$ cat src/rtl/uart_cfg_commit_ctrl.sv
// rtl/uart_cfg_commit_ctrl.sv - commits shadowed UART config registers into the UART core
module uart_cfg_commit_ctrl #(
    parameter int DATA_WIDTH     = 16,
    parameter int N_REG          = 4,
    parameter int ADDR_W         = $clog2(N_REG) + 1,
    parameter int NUM_CFG        = 2,
    parameter int READ_LATENCY   = 0,
    parameter int TIMEOUT_CYCLES = 1024
) (
    input  logic                  clk,
    input  logic                  rst,
    input  logic                  commit_req,
    input  logic                  uart_busy,
    input  logic                  update_ok,
    output logic [ADDR_W-1:0]     rd_addr,
    input  logic [DATA_WIDTH-1:0] rd_data,
    output logic                  cfg_valid,
    output logic [ADDR_W-1:0]     cfg_addr,
    output logic [DATA_WIDTH-1:0] cfg_data,
    input  logic                  cfg_ready,
    output logic                  commit_busy,
    output logic                  commit_done,
    output logic                  commit_err,
    output logic [1:0]            err_code
);

    localparam int CNT_W = $clog2(TIMEOUT_CYCLES + 1);

    typedef enum logic [2:0] {
        S_IDLE,
        S_WAIT_IDLE,
        S_READ,
        S_SEND,
        S_WAIT_OK,
        S_DONE,
        S_ERR
    } state_t;

    state_t             state;
    state_t             state_next;
    logic [CNT_W-1:0]   cnt;
    logic               pending;
    logic [ADDR_W-1:0]  index;
    logic [ADDR_W-1:0]  rd_addr_q;
    logic               tmo;
    logic               read_last;
    logic               last_idx;
    logic               start;

    // cnt doubles as the age-in-state counter, which also paces the READ dwell
    assign tmo       = (cnt == CNT_W'(TIMEOUT_CYCLES - 1));
    assign read_last = (READ_LATENCY == 0) || (cnt != '0);
    assign last_idx  = (index == ADDR_W'(NUM_CFG - 1));
    assign start     = (state == S_IDLE) && (state_next == S_WAIT_IDLE);

    always_ff @(posedge clk) begin
        if (rst) begin
            state <= S_IDLE;
        end else begin
            state <= state_next;
        end
    end

    always_comb begin
        state_next = state;
        case (state)
            S_IDLE: begin
                if (commit_req || pending) state_next = S_WAIT_IDLE;
            end
            S_WAIT_IDLE: begin
                if (!uart_busy)  state_next = S_READ;
                else if (tmo)    state_next = S_ERR;
            end
            S_READ: begin
                if (read_last) state_next = S_SEND;
            end
            S_SEND: begin
                if (cfg_ready)   state_next = last_idx ? S_WAIT_OK : S_READ;
                else if (tmo)    state_next = S_ERR;
            end
            S_WAIT_OK: begin
                if (update_ok)   state_next = S_DONE;
                else if (tmo)    state_next = S_ERR;
            end
            S_DONE:  state_next = S_IDLE;
            S_ERR:   state_next = S_IDLE;
            default: state_next = S_IDLE;
        endcase
    end

    always_comb begin
        rd_addr     = (state == S_READ) ? index : rd_addr_q;
        cfg_valid   = (state == S_SEND);
        commit_busy = (state != S_IDLE);
        commit_done = (state == S_DONE);
        commit_err  = (state == S_ERR);
    end

    always_ff @(posedge clk) begin
        if (rst) begin
            cnt       <= '0;
            pending   <= 1'b0;
            index     <= '0;
            rd_addr_q <= '0;
            cfg_addr  <= '0;
            cfg_data  <= '0;
            err_code  <= 2'b00;
        end else begin
            if (state_next != state || state == S_IDLE) begin
                cnt <= '0;
            end else begin
                cnt <= cnt + CNT_W'(1);
            end

            // Only one request can wait behind an active commit
            if (start) begin
                pending <= 1'b0;
            end else if (commit_req && state != S_IDLE) begin
                pending <= 1'b1;
            end

            if (start) begin
                index <= '0;
            end else if (state == S_SEND && cfg_ready) begin
                index <= index + ADDR_W'(1);
            end

            if (state == S_READ) begin
                rd_addr_q <= index;
            end

            if (state == S_READ && read_last) begin
                cfg_addr <= index;
                cfg_data <= rd_data;
            end

            if (start) begin
                err_code <= 2'b00;
            end else if (state_next == S_ERR) begin
                case (state)
                    S_WAIT_IDLE: err_code <= 2'b01;
                    S_SEND:      err_code <= 2'b10;
                    S_WAIT_OK:   err_code <= 2'b11;
                    default:     err_code <= err_code;
                endcase
            end
        end
    end

endmodule

$ cat config.mk
export PLATFORM = sky130hd
export DESIGN_NAME = uart_cfg_commit_ctrl
export DESIGN_NICKNAME = d
export VERILOG_FILES = /design/src/rtl/uart_cfg_commit_ctrl.sv
export SDC_FILE = /design/constraint.sdc
export NUM_CORES = 1
export LEC_CHECK = 0
export CAP_MARGIN = 5
export CORE_MARGIN = 5
export CORE_UTILIZATION = 60
export DETAILED_ROUTE_END_ITERATION = 7
export DONT_BUFFER_PORTS = 1
export PLACE_DENSITY = 0.76
export SETUP_SLACK_MARGIN = 0.15
export SLEW_MARGIN = 20
export SYNTH_ARGS = -nofsm -noshare
export SYNTH_HDL_FRONTEND = slang
export SYNTH_SLANG_ARGS = --single-unit
$ cat constraint.sdc
create_clock -name clk -period 2.7 [get_ports clk]
set_input_delay 0.27 -clock clk [delete_from_list [all_inputs] [get_ports clk]]
set_output_delay 0.27 -clock clk [all_outputs]
set_load 0.05 [all_outputs]
==> results of run 1 <==
==> per-layer routing <==
metal  part of all wire  wire length [um]
met1               0.42              1680
met2               0.50              1980
met3              0.061               243
met4              0.017                69
met5                  0                 0
==> sequential cells by signal, summed over array words and instances (netlist names) <==
signal,count
rd_addr_q,3
cfg_addr,3
err_code,2
state,3
cfg_data,16
pending,1
cnt,11
index,3
==> cell type report <==
type / instances / area share
Clock buffer: 6 / 0.0200
Clock inverter: 2 / 0.00666
Inverter: 9 / 0.0182
Multi-Input combinational cell: 164 / 0.469
Sequential cell: 42 / 0.407
Tap cell: 44 / 0.0266
Timing Repair Buffer: 9 / 0.0521
==> worst reg2reg max path, cell delays in order, from the launching register on <==
cell	delay, ns
dfxtp_1	0.66
nand2b_1	0.21
nor3b_1	0.44
a211oi_2	0.15
o311ai_2	0.27
buf_4	0.25
nor2_1	0.07
==> cells by family after synthesis <==
logic type      count (synthesis)  synth area share
compound gates                 45             0.157
buf+inv                        19            0.0432
mux                             1           0.00532
simple gates                  105             0.281
fa+ha+maj                       3            0.0200
flops                          42             0.447
xor+xnor                       10            0.0466
==> per-stage QoR <==
step | hold WS (ns) | power [mW] | util
finish | 0.0338 | 1.16 | 0.683
global route | 0.0176 | 1.22 | 0.683
CTS | 0.0290 | 1.16 | 0.679
detailed placement | 0.347 | 0.854 | 0.657
global placement | 0.345 | 0.847 | 0.657
floorplan | 0.406 | 0.829 | -
==> worst min path at each step <==
stage / from / end / slack [ns] / depth (start not counted)
after detailed placement: rst / cfg_data[7] / 0.35 / 1
after global placement: rst / cfg_addr[0] / 0.34 / 1
final: rd_data[1] / cfg_data[1] / 0.03 / 2
after floorplan: rd_data[0] / cfg_data[0] / 0.41 / 2
after global routing: rd_data[6] / cfg_data[6] / 0.02 / 2
after CTS: rd_data[15] / cfg_data[15] / 0.03 / 2
==> repair_timing <==
action                                  CTS  global route
hold buffers                              1             0
endpoints found under the setup margin    0             3
hold endpoints to repair                 26             0
gates resized for setup                   0             3
==> power breakdown <==
group	internal, mW	leakage [nW]	switching [mW]
clock network	0.102	0.0322	0.204
registers	0.640	0.340	0.0726
logic	0.0470	0.362	0.0899
total	0.790	0.735	0.366
==> cell usage in the layout (no fill, tap or decap), drive strengths merged, types with 3 or more instances in the layout <==
| master | instances |
|---|---|
| xnor2 | 4 |
| buf | 8 |
| o21bai | 3 |
| nand3 | 3 |
| nand2 | 50 |
| nand2b | 3 |
| a21oi | 25 |
| xor2 | 6 |
| dfxtp | 42 |
| nor3 | 5 |
| a211oi | 4 |
| nor2 | 25 |
| clkbuf | 6 |
| ha | 3 |
| nor3b | 4 |
| inv | 8 |
==> qor.yml, run 1 <==
grt_overflow: 0
yosys.cell_count.top_type: "nand2_1"
dr.pass1.iters: 6
initial_core_util: 0.621
grt_max_degree: 27
finalHoldViolations: 0
setup_tns_ns: 0
syn_to_final_growth_pct: 9.91
die_y_um: 66.0
path_delay_family: "simple AND/OR/NAND/NOR gates"
cts_setup_buffers: 0
synth-edff-count: 0
reg2regPathDepth: 6
ys_seq_area_frac: 0.447
crit_path_max_fanout: 13
path_clk_slew_ns: 0.13
cellPowerDensity_nw_per_um2: 559
cts.sinks: 42
grt_pass1_vias: 1548
critPathArrivalTime_ns: 1.89
relSlewSlack: 0.374
reg2reg_to: "cnt[10]"
antenna_found_initial: 0
root_buffer: "clkbuf_4"
placeableCoreArea_sq_um: 3030
grt_setup_unrepaired: "no"
period_share: 0.801
via_per_inst: 5.66
synth_warnings: 0
clockBufferDepth: 2
cts_tree: "done"
yosysTopAreaCell: "dfxtp_1"
wirelength_mm: 3.97
cp_cell_sequence: "nor2_1 > nand2_1 > nand2_1 > nand2_1 > buf_12"
cpMostUsedCell: "nand2_1"
diodes: 0
h-tree-depth: 2
min_period_ns: 2.16
rr_startpoint: "state[0]"
synth_top_cells_by_area: "dfxtp_1 (45%), nand2_1 (10%), a21oi_1 (6.7%)"
fillers: 275
leakagePower_nw: 0.735
grtUsageMet3: 0.0646
r2r_setup_slack_ns: 0.56
hold_class: "input port to register"
synth_cells: 225
clk_latency_ns: 0.35
final-max-slew-violation-count: 0
cp_slowest_cell: "dfxtp_1"
worstSetupPathType: "register to primary output"
worst_setup_path_end_kind: "primary output"
io_buffers: 0
yosysTopAreaCellShare: 0.447
drive_above_1_share: 0.151
placedCellCount: 267
stdcell_area_sq_um: 2070
multi_input_area_sq_um: 970
ff_latch_area_sq_um: 842
vias: 1562
row_count: 20
instances_no_fill: 276
post-place-ws_ns: 0.551
drv_cap: 0
drt_iter0_markers: 87
finalSetupViolations: 0
synth-async-reset-ratio: 0
drc: 0
cpPeakStageDelay_ns: 0.66
antenna_left: 0
worst_pin_slew_ns: 0.935
dpl.hpwl_mm: 2.90
fmax_mhz: 462
yosys-top-cells-count: "nand2_1 (50), dfxtp_1 (42), a21oi_1 (25)"
skew_ns: 0.00900
cp.depth: 5
synth_area_sq_um: 1880
fin_nets: 256
numCtsBuffers: 5
setup_slack_ns: 0.537
grt_util_met2: 0.340
grt_pass1_wl_mm: 6.74
die_w_um: 66.0
syn_nets: 250
startpoint: "state[0]"
required_ns: 2.43
critPathBufInv: 1
critical_path.endpoint: "rd_addr[1]"
grt_use_met1: 0.229
wl_per_cell_um: 14.4
gp_congestion: 0.813
ys_types: 45
status: "finished clean"
start_kind: "register"
avgSynthCellArea_sq_um: 8.36
grt.busiest_layer: "met2"
grt_use_total: 0.198
place_area_sq_um: 1990
io_pins: 50
ys_ff_latch: 42
dieArea_sq_um: 4350
irDropWorstVdd_mv: 0.436
ys.flop_type: "dfxtp_1"
No activity file was read; power rests on OpenSTA's default activity.
==> run 2: changes to the inputs <==
Settings changed: CORE_UTILIZATION 60 to 55, PLACE_DENSITY 0.76 to 0.73.
Clock period 2.7 ns to 1.7 ns, I/O delays scaled along.
==> qor.yml, run 2 (synthesized netlist as in run 1, its figures left out) <==
vias: 2092  # +34%
cpMostUsedCell: "buf_6"
wirelength_mm: 7.31  # +84%
final-max-slew-violation-count: 0  # unchanged
initial_core_util: 0.568  # -0.0530
grt_max_degree: 27  # unchanged
grt_pass1_vias: 2054  # +33%
required_ns: 2.02  # -0.41 ns
crit_path_max_fanout: 5  # -8
r2r_setup_slack_ns: -0.30  # -0.86 ns
critPathArrivalTime_ns: 2.33  # +0.44 ns
cellPowerDensity_nw_per_um2: 773  # +38%
reg2reg_to: "cnt[8]"
cp_cell_sequence: "ha_4 > nand3_4 > nor4_4 > buf_6 > buf_6 > o41ai_4 > o311ai_4 > buf_6 > nor2_2"
grt_pass1_wl_mm: 9.49  # +41%
setup_tns_ns: -3.07  # -3.07 ns
dpl.hpwl_mm: 3.35  # +15%
finalHoldViolations: 0  # unchanged
path_clk_slew_ns: 0.14  # about the same
fillers: 140  # -49%
drive_above_1_share: 0.414  # +0.263
hold_class: "input port to register"
dr.pass1.iters: 4  # -2
hold_path_depth: 2  # unchanged
period_share: 1.18
syn_to_final_growth_pct: 58.1
antenna_left: 0  # unchanged
relSlewSlack: 0.265  # -0.109
fin_nets: 321  # +25%
min_from: "rst"
fin_util: 0.898  # +0.215
drt_iter0_markers: 219  # +150%
min_period_ns: 2.00
cts_tree: "done"
diodes: 0  # unchanged
wl_met3_um: 587  # +140%
root_buffer: "clkbuf_4"
worst_pin_slew_ns: 1.10  # +0.163 ns
cts.sinks: 42  # unchanged
drv_cap: 0  # unchanged
wl_per_cell_um: 21.3  # +48%
grt_setup_unrepaired: "yes"
cp_slowest_cell: "o41ai_4"
die_y_um: 68.5  # +3.8%
top_register: "cfg_data"
whs_ns: 0.0363  # +0.00255 ns
dieArea_sq_um: 4690  # +7.7%
reg2regPathDepth: 9  # +3
numCtsBuffers: 5  # unchanged
largest_reg_flops: 16  # unchanged
gp_congestion: 0.938  # +15%
routedLengthMet1_mm: 2.40  # +43%
start_kind: "register"
row_count: 21  # +5.0%
io_buffers: 0  # unchanged
top_layer_used: "met4"
violations: "negative setup slack"
wl_met2_mm: 3.75  # +90%
via_per_inst: 6.10  # +7.8%
worst_setup_path_end_kind: "register"
io_pins: 50  # unchanged
top_regs: "cfg_data: 16 flops, cnt: 11 flops"
antenna_found_initial: 0  # unchanged
die_w_um: 68.5  # +3.8%
setup_slack_ns: -0.302  # -0.838 ns
grt_use_total: 0.274  # +0.0763
grt_overflow: 0  # unchanged
irDropWorstVdd_mv: 0.580  # +33%
rr_startpoint: "cnt[0]"
final_cell_mix: "nand2_1 (41), buf_4 (35), dfxtp_1 (32)"
worstSetupPathType: "register to register"
h-tree-depth: 2  # unchanged
drc: 0  # unchanged
final_common_cell: "nand2_1"
placeableCoreArea_sq_um: 3310  # +9.3%
whs_endpoint: "err_code[1]"
clockBufferDepth: 2  # unchanged
leakagePower_nw: 1.13  # +54%
finalSetupViolations: 16  # +16
skew_ns: 0.0141  # +0.00508 ns
cpPeakStageDelay_ns: 0.48  # -0.18 ns
fmax_mhz: 500
status: "complete, but fails checks"
post-place-ws_ns: -0.256  # -0.808 ns
clk_latency_ns: 0.38  # +0.03 ns
run 2: changes by cell type in the layout (fill, tap and decap cells not counted), moves of 7 or more:
| cell | change |
|---|---|
| nor2_4 | +7 |
| nand2_1 | -9 |
| nand2_2 | +7 |
| dlygate4sd3_1 | +16 |
| dfxtp_1 | -9 |
| buf_4 | +30 |
| buf_6 | +18 |
run 2: worst max path at each step:
stage	from	end	slack, ns	cells after the start
2_1_floorplan	cnt[4]	cnt[5]	0.03	6
3_3_place_gp	cnt[1]	cnt[7]	-0.09	9
3_5_place_dp	cnt[1]	cnt[5]	-0.26	9
4_1_cts	cnt[1]	cnt[1]	-0.07	9
5_1_grt	cnt[0]	cnt[8]	-0.38	9
6_report	cnt[0]	cnt[8]	-0.30	9
run 2: final cells by class:
type,instances,area (sq um),share of cell area
inverter,9,42.5,0.0143
timing repair buffer,74,711,0.239
multi-input combinational,164,1220,0.410
sequential,42,863,0.290
clock buffer,5,37.5,0.0126
clock inverter,3,43.8,0.0147
tap,46,57.6,0.0194
run 2: stage by stage:
step	instances	power, mW	cell area, sq um
6_report	343	2.30	2970
5_1_grt	343	2.36	2970
4_1_cts	337	2.18	2820
3_5_place_dp	293	1.39	2230
3_3_place_gp	293	1.38	2230
2_1_floorplan	225	1.33	1940
run 2: power by group:
part / switching, mW / total [mW] / internal (mW)
logic: 0.275 / 0.495 / 0.220
clock network: 0.369 / 0.681 / 0.312
registers: 0.107 / 1.12 / 1.02
total: 0.751 / 2.30 / 1.55
run 2: repair_timing:
action | 4_1_cts | 5_1_grt
resized for setup | 49 | 22
hold buffers | 17 | 0
gates cloned | 1 | 0
endpoints found under the setup margin | 36 | 28
pin swaps | 14 | 17
setup buffers | 18 | 6
hold endpoints to repair | 26 | 0
run 2: metal layers:
| layer | track usage | vias to the layer above |
|---|---|---|
| li1 | - | 903 |
| met1 | 0.298 | 976 |
| met2 | 0.501 | 151 |
| met3 | 0.0591 | 62 |
| met4 | 0.127 | 0 |
| met5 | 0 | - |
run 2: critical path, delay by kind of cell, from the launching register on:
family / cells / cell delay [ns]
flops: 1 / 0.36
compound gates: 2 / 0.70
fa+ha+maj: 1 / 0.16
buf+inv: 3 / 0.46
simple gates: 3 / 0.25
